`src/rtl/serial_subtractor_pkg.sv`:
```
// Shared types and elaboration helpers for the digit-serial subtractor.
// Holds the FSM state encoding and the step/counter sizing functions.
package serial_subtractor_pkg;

  typedef enum logic [1:0] {
    StIdle = 2'd0,
    StRun  = 2'd1,
    StDone = 2'd2
  } state_e;

  function automatic int unsigned calc_steps(input int unsigned width,
                                             input int unsigned digit);
    return width / digit;
  endfunction

  // A single-step configuration still needs a 1-bit counter.
  function automatic int unsigned calc_cnt_width(input int unsigned steps);
    return (steps > 1) ? $clog2(steps) : 1;
  endfunction

endpackage

```
`src/rtl/serial_subtractor_if.sv`:
```
// Operand/result handshake bundle for serial_subtractor.
// The producer/consumer side uses master; the subtractor uses slave.
interface serial_subtractor_if #(
  parameter int unsigned WIDTH = 8
);

  logic             In_Valid;
  logic             In_Ready;
  logic [WIDTH-1:0] In_A;
  logic [WIDTH-1:0] In_B;
  logic             Borrow_in;
  logic             Out_Valid;
  logic             Out_Ready;
  logic [WIDTH-1:0] Difference;
  logic             Borrow_out;
  logic             Overflow;

  modport master (
    output In_Valid, In_A, In_B, Borrow_in, Out_Ready,
    input  In_Ready, Out_Valid, Difference, Borrow_out, Overflow
  );

  modport slave (
    input  In_Valid, In_A, In_B, Borrow_in, Out_Ready,
    output In_Ready, Out_Valid, Difference, Borrow_out, Overflow
  );

endinterface

```
`src/rtl/digit_subtractor.sv`:
```
// Combinational DIGIT-bit ripple chain of full-subtractor cells.
// Also exposes the borrow entering the top cell for signed-overflow detection.
module digit_subtractor #(
  parameter int unsigned DIGIT = 2
) (
  input  logic [DIGIT-1:0] i_a,
  input  logic [DIGIT-1:0] i_b,
  input  logic             i_borrow,
  output logic [DIGIT-1:0] o_diff,
  output logic             o_borrow,
  output logic             o_top_borrow
);

  logic [DIGIT:0] w_borrow;

  assign w_borrow[0] = i_borrow;

  for (genvar i = 0; i < DIGIT; i++) begin : g_cell
    assign o_diff[i]     = i_a[i] ^ i_b[i] ^ w_borrow[i];
    assign w_borrow[i+1] = (~i_a[i] & i_b[i]) | (~(i_a[i] ^ i_b[i]) & w_borrow[i]);
  end

  assign o_borrow     = w_borrow[DIGIT];
  assign o_top_borrow = w_borrow[DIGIT-1];

endmodule

```
`src/rtl/serial_subtractor.sv`:
```
// Digit-serial subtractor: Difference = In_A - In_B - Borrow_in, DIGIT bits per clock,
// with valid/ready handshakes, unsigned borrow-out and signed-overflow flags.
module serial_subtractor
  import serial_subtractor_pkg::*;
#(
  parameter int unsigned WIDTH = 8,
  parameter int unsigned DIGIT = 2
) (
  input  logic                 clk_i,
  input  logic                 rst_i,
  serial_subtractor_if.slave   bus
);

  localparam int unsigned Steps = calc_steps(WIDTH, DIGIT);
  localparam int unsigned CntW  = calc_cnt_width(Steps);
  localparam logic [CntW-1:0] LastCnt = CntW'(Steps - 1);

  state_e           r_state;
  state_e           w_state_next;
  logic [WIDTH-1:0] r_a;
  logic [WIDTH-1:0] r_b;
  logic [WIDTH-1:0] r_shift;
  logic             r_borrow;
  logic [CntW-1:0]  r_cnt;
  logic [WIDTH-1:0] r_diff;
  logic             r_borrow_out;
  logic             r_overflow;

  logic             w_in_ready;
  logic             w_accept;
  logic             w_last;
  logic [DIGIT-1:0] w_cell_diff;
  logic             w_cell_borrow;
  logic             w_top_borrow;
  logic [WIDTH-1:0] w_shift_next;

  digit_subtractor #(
    .DIGIT (DIGIT)
  ) u_digit (
    .i_a          (r_a[DIGIT-1:0]),
    .i_b          (r_b[DIGIT-1:0]),
    .i_borrow     (r_borrow),
    .o_diff       (w_cell_diff),
    .o_borrow     (w_cell_borrow),
    .o_top_borrow (w_top_borrow)
  );

  // Gated by reset so the producer never sees ready while the block is held in reset.
  assign w_in_ready = (r_state == StIdle) & rst_i;
  assign w_accept   = bus.In_Valid & w_in_ready;
  assign w_last     = (r_state == StRun) && (r_cnt == LastCnt);

  // New digit enters at the top; after Steps shifts the LSB digit lands at bit 0.
  assign w_shift_next = (r_shift >> DIGIT) | (WIDTH'(w_cell_diff) << (WIDTH - DIGIT));

  always_comb begin
    w_state_next = r_state;
    case (r_state)
      StIdle:  if (w_accept)      w_state_next = StRun;
      StRun:   if (w_last)        w_state_next = StDone;
      StDone:  if (bus.Out_Ready) w_state_next = StIdle;
      default:                    w_state_next = StIdle;
    endcase
  end

  always_ff @(posedge clk_i or negedge rst_i) begin
    if (!rst_i) begin
      r_state <= StIdle;
    end else begin
      r_state <= w_state_next;
    end
  end

  always_ff @(posedge clk_i or negedge rst_i) begin
    if (!rst_i) begin
      r_a          <= '0;
      r_b          <= '0;
      r_shift      <= '0;
      r_borrow     <= 1'b0;
      r_cnt        <= '0;
      r_diff       <= '0;
      r_borrow_out <= 1'b0;
      r_overflow   <= 1'b0;
    end else if (w_accept) begin
      r_a      <= bus.In_A;
      r_b      <= bus.In_B;
      r_borrow <= bus.Borrow_in;
      r_cnt    <= '0;
    end else if (r_state == StRun) begin
      r_a      <= r_a >> DIGIT;
      r_b      <= r_b >> DIGIT;
      r_shift  <= w_shift_next;
      r_borrow <= w_cell_borrow;
      r_cnt    <= r_cnt + 1'b1;
      // Result outputs only move on the step that enters DONE.
      if (w_last) begin
        r_diff       <= w_shift_next;
        r_borrow_out <= w_cell_borrow;
        r_overflow   <= w_top_borrow ^ w_cell_borrow;
      end
    end
  end

  assign bus.In_Ready   = w_in_ready;
  assign bus.Out_Valid  = (r_state == StDone);
  assign bus.Difference = r_diff;
  assign bus.Borrow_out = r_borrow_out;
  assign bus.Overflow   = r_overflow;

endmodule

```
`src/flat_wrapper.sv`:
```
// flat-port wrapper written by rule: the top's interface ports become plain ports
module serial_subtractor_flat import serial_subtractor_pkg::*;
#(
  parameter int unsigned WIDTH = 8,
  parameter int unsigned DIGIT = 2
)
  (clk_i, rst_i, bus_In_Valid, bus_In_A, bus_In_B, bus_Borrow_in, bus_Out_Ready, bus_In_Ready, bus_Out_Valid, bus_Difference, bus_Borrow_out, bus_Overflow);
  serial_subtractor_if #(.WIDTH(WIDTH)) bus_i ();
  input  logic clk_i;
  input  logic rst_i;
  input wire logic [$bits(bus_i.In_Valid)-1:0] bus_In_Valid;
  input wire logic [$bits(bus_i.In_A)-1:0] bus_In_A;
  input wire logic [$bits(bus_i.In_B)-1:0] bus_In_B;
  input wire logic [$bits(bus_i.Borrow_in)-1:0] bus_Borrow_in;
  input wire logic [$bits(bus_i.Out_Ready)-1:0] bus_Out_Ready;
  output wire logic [$bits(bus_i.In_Ready)-1:0] bus_In_Ready;
  output wire logic [$bits(bus_i.Out_Valid)-1:0] bus_Out_Valid;
  output wire logic [$bits(bus_i.Difference)-1:0] bus_Difference;
  output wire logic [$bits(bus_i.Borrow_out)-1:0] bus_Borrow_out;
  output wire logic [$bits(bus_i.Overflow)-1:0] bus_Overflow;
  assign bus_i.In_Valid = bus_In_Valid;
  assign bus_i.In_A = bus_In_A;
  assign bus_i.In_B = bus_In_B;
  assign bus_i.Borrow_in = bus_Borrow_in;
  assign bus_i.Out_Ready = bus_Out_Ready;
  assign bus_In_Ready = bus_i.In_Ready;
  assign bus_Out_Valid = bus_i.Out_Valid;
  assign bus_Difference = bus_i.Difference;
  assign bus_Borrow_out = bus_i.Borrow_out;
  assign bus_Overflow = bus_i.Overflow;
  serial_subtractor #(.WIDTH(WIDTH), .DIGIT(DIGIT)) u_core (.clk_i(clk_i), .rst_i(rst_i), .bus(bus_i));
endmodule
```
`config.mk`:
```
export PLATFORM = sky130hd
export DESIGN_NAME = serial_subtractor_flat
export DESIGN_NICKNAME = d
export VERILOG_FILES = /design/src/rtl/serial_subtractor_pkg.sv /design/src/rtl/serial_subtractor_if.sv /design/src/rtl/digit_subtractor.sv /design/src/rtl/serial_subtractor.sv /design/src/flat_wrapper.sv
export SDC_FILE = /design/constraint.sdc
export NUM_CORES = 1
export LEC_CHECK = 0
export CAP_MARGIN = 0
export CORE_UTILIZATION = 30
export DETAILED_ROUTE_END_ITERATION = 8
export PLACE_DENSITY = 0.61
export SLEW_MARGIN = 20
export SYNTH_ARGS = -nofsm -noshare
export SYNTH_HDL_FRONTEND = slang
export SYNTH_SLANG_ARGS = --single-unit
```
`constraint.sdc`:
```
create_clock -name clk_i -period 1.75 [get_ports clk_i]
set_input_delay 0.525 -clock clk_i [delete_from_list [all_inputs] [get_ports clk_i]]
set_output_delay 0.525 -clock clk_i [all_outputs]
set_load 0.02 [all_outputs]
```
==> impl_metrics.csv <==
group,metric,value,unit
pwr,p_clk_frac,0.154,
floorplan,core,0.00524,sq mm
finish,regArea,926,sq um
global_route,grt_max_degree,39,
floorplan,initial_core_util,0.318,
setup_path,critPathArrivalTime,1.85,ns
setup_path,r2r_slack,0.07,ns
timing,slew_headroom,0.687,
clock_network,clock_path_buffers,2,
finish,n_fill_cell,518,
synth,avgSynthCellArea,12.3,sq um
placement,globalplace.congestion,0.711,
placement,dpl.hpwl,1950,um
timing,rsz0062_at_grt,"no",
clock_network,cts_tree,"done",
timing,post-route-period-util,0.958,
routing,vias_per_cell,4.42,
timing,slew_viol_final,0,
synth,ys_seq_area_frac,0.556,
finish,nets,198,
routing,wl,2750,um
clock_network,cts_setup_buffers,0,
finish,syn_to_final_growth,27.3,%
global_route,antenna_found_initial,0,
timing,post-route-min-period,1.68,ns
setup_path,crit_type,"register to register",
synth,synth_warnings,0,
clock_network,clock-root-buffer,"clkbuf_8",
global_route,overflow,0,
synth,syn_nets,160,
finish,antennaDiodeCount,0,
floorplan,die_h,76.5,um
clock_network,htree_levels,2,
synth,yosysTopAreaCellShare,0.556,
synth,synth_cell_type_count,20,
global_route,grt_pass1_wl,4950,um
timing,fin_tns_setup,0,ns
pwr,p_leak,0.00101,uW
routing,detail-route-antenna-nets,0,
placement,dpl_cell_area,0.00205,sq mm
timing,hold_viol,0,
clock_network,clk_pin_slew,0.07,ns
routing,vias,1084,
setup_path,critical_path_peak_fanout,2,
global_route,grt_pass1_vias,1097,
pwr,internal-power,2340,uW
routing,drtIter0Drc,29,
routing,drc,0,
floorplan,die_area,0.00586,sq mm
global_route,track_usage,0.109,
setup_path,cp_cell_sequence,"fa_2 > inv_1 > fa_1 > mux2_2",
pwr,p_sw,1270,uW
setup_path,crit_required,1.92,ns
floorplan,io_pins,33,
timing,setup_viol,0,
setup_path,cp-end-kind,"register",
finish,drive_above_1_share,0.194,
placement,pre_cts_ws,-0.193,ns
timing,worstMarginPinSlew,0.469,ns
pwr,combPwrFrac,0.443,
synth,synthesis.area,0.00167,sq mm
floorplan,row_count,26,
timing,holdWs,0.292,ns
setup_path,slowest_stage,"fa_1",
synth,synth.top_cells.by_area,"dfrtp_1, mux2_2, mux2i_1",
synth,syn_inst,136,
setup_path,critPathLaunchType,"register",
timing,fin_worst_skew,0.00541,ns
setup_path,r2r_cells,4,
placement,io_buffers,32,
pwr,p_seq_frac,0.403,
pwr,power_density,1700,mW/mm^2
run,max_cap_viol_count,0,
synth,synth_top_area_cell,"dfrtp_1",
routing,first_pass_iters,4,
timing,max_freq,597,MHz
synth,synth-seq-cells,37,
pwr,vdd_drop_max,0.556,mV
clock_network,clock-sinks,37,
status,status,"finished, final reports clean",
clock_network,cts_buffers,5,
routing,avgRoutedWirePerCell,11.2,um
pwr,report.power.total,3610,uW
clock_network,clk_latency,0.29,ns
timing,worst_slack,0.0736,ns
finish,multi_input_area,634,sq um
pwr,switching_share,0.351,
worst_hold_path,hold_path_class,"input port to async pin",
finish,final_area,0.00212,sq mm
floorplan,die_x,76.5,um
setup_path,cpPeakStageDelay,0.42,ns
-- cells in the mapped netlist --
library cell,count
o21ai_2,2
nor3b_1,2
and4bb_1,1
nand2_1,25
dfrtp_1,37
inv_1,4
mux2_2,12
mux2i_1,13
o21bai_1,1
nand3b_4,1
a21oi_1,1
fa_1,2
nand2b_1,2
nor2_1,2
ha_1,1
o21ai_0,9
xor2_1,2
buf_12,1
buf_6,7
o21ai_1,11
-- power groups by stage --
stage                     registers (uW)  logic, uW  clock network (uW)
after floorplan                     1570       1110                   0
after global placement              1460       1670                   0
after detailed placement            1480       1700                   0
after CTS                           1460       1630                 589
after global routing                1510       1790                 621
final                               1450       1600                 557
-- final timing paths --
check / startpoint / end
worst min register to register: u_core.bus.Overflow / u_core.bus.Overflow
max in group asynchronous: rst_i / u_core.r_b[7]
min in group clk_i: u_core.bus.Overflow / u_core.bus.Overflow
worst max register to register: u_core.r_b[0] / u_core.bus.Difference[7]
worst min-delay path: rst_i / u_core.r_cnt[1]
worst max-delay path: u_core.r_b[0] / u_core.bus.Difference[7]
-- what timing repair did --
item | CTS | global route
gates resized for setup | 16 | 3
endpoints found under the hold margin | 0 | 0
hold buffers | 0 | 0
gates cloned | 0 | 0
endpoints found under the setup margin | 12 | 4
-- area by class of cell --
cell class,count,share of cell area
sequential,37,0.436
timing repair buffer,39,0.177
clock buffer,6,0.0342
clock inverter,2,0.00472
multi-input combinational,87,0.299
inverter,4,0.00708
tap,70,0.0413
-- cell families after synthesis --
group / Yosys count / synth area share
adder cells (fa/ha/maj): 3 / 0.0315
multiplexers: 25 / 0.159
AND/OR/NAND/NOR: 33 / 0.0968
AO/OA/AOI/OAI: 24 / 0.0781
XOR/XNOR: 2 / 0.0105
buffers and inverters: 12 / 0.0683
flip-flops: 37 / 0.556
-- cells in the final DEF (no fill, tap or decap), types with 2 or more instances in the layout --
| master | instances |
|---|---|
| buf_4 | 5 |
| mux2_2 | 12 |
| buf_12 | 2 |
| clkdlybuf4s50_1 | 19 |
| o21ai_0 | 9 |
| nand2_1 | 25 |
| xor2_1 | 2 |
| dlygate4sd2_1 | 10 |
| clkinv_2 | 2 |
| mux2i_1 | 13 |
| o21ai_2 | 2 |
| inv_1 | 4 |
| clkbuf_8 | 5 |
| dfrtp_1 | 37 |
| o21ai_1 | 11 |
| nor2_1 | 2 |
| nand2b_1 | 2 |
-- flip-flops by register name, indices dropped and copies added (netlist names) --
| name | flops |
|---|---|
| u_core.r_state | 2 |
| u_core.bus.Difference | 8 |
| u_core.r_a | 8 |
| u_core.r_shift | 6 |
| u_core.r_b | 8 |
| u_core.r_cnt | 2 |
| u_core.bus.Borrow_out | 1 |
| u_core.bus.Overflow | 1 |
| u_core.r_borrow | 1 |
-- worst max-delay path: cells and delay by family, from the launching register on --
| family | cells | cell delay, ns |
|---|---|---|
| flops | 1 | 0.41 |
| buf+inv | 1 | 0.07 |
| mux | 1 | 0.28 |
| fa+ha+maj | 2 | 0.81 |
-- metrics by stage --
| stage | cells | utilization |
|---|---|---|
| after CTS | 245 | 0.405 |
| after global placement | 237 | 0.391 |
| after detailed placement | 237 | 0.391 |
| after global routing | 245 | 0.405 |
| final | 245 | 0.405 |
| after floorplan | 136 | - |
-- routing by layer --
metal / up-vias / track usage / wire (um)
met3: 6 / 0.0323 / 125
met1: 512 / 0.139 / 1360
met5: - / 0 / 0
met2: 33 / 0.167 / 1210
met4: 0 / 0.0519 / 46
li1: 533 / - / -
No activity file was read; power rests on OpenSTA's default activity.
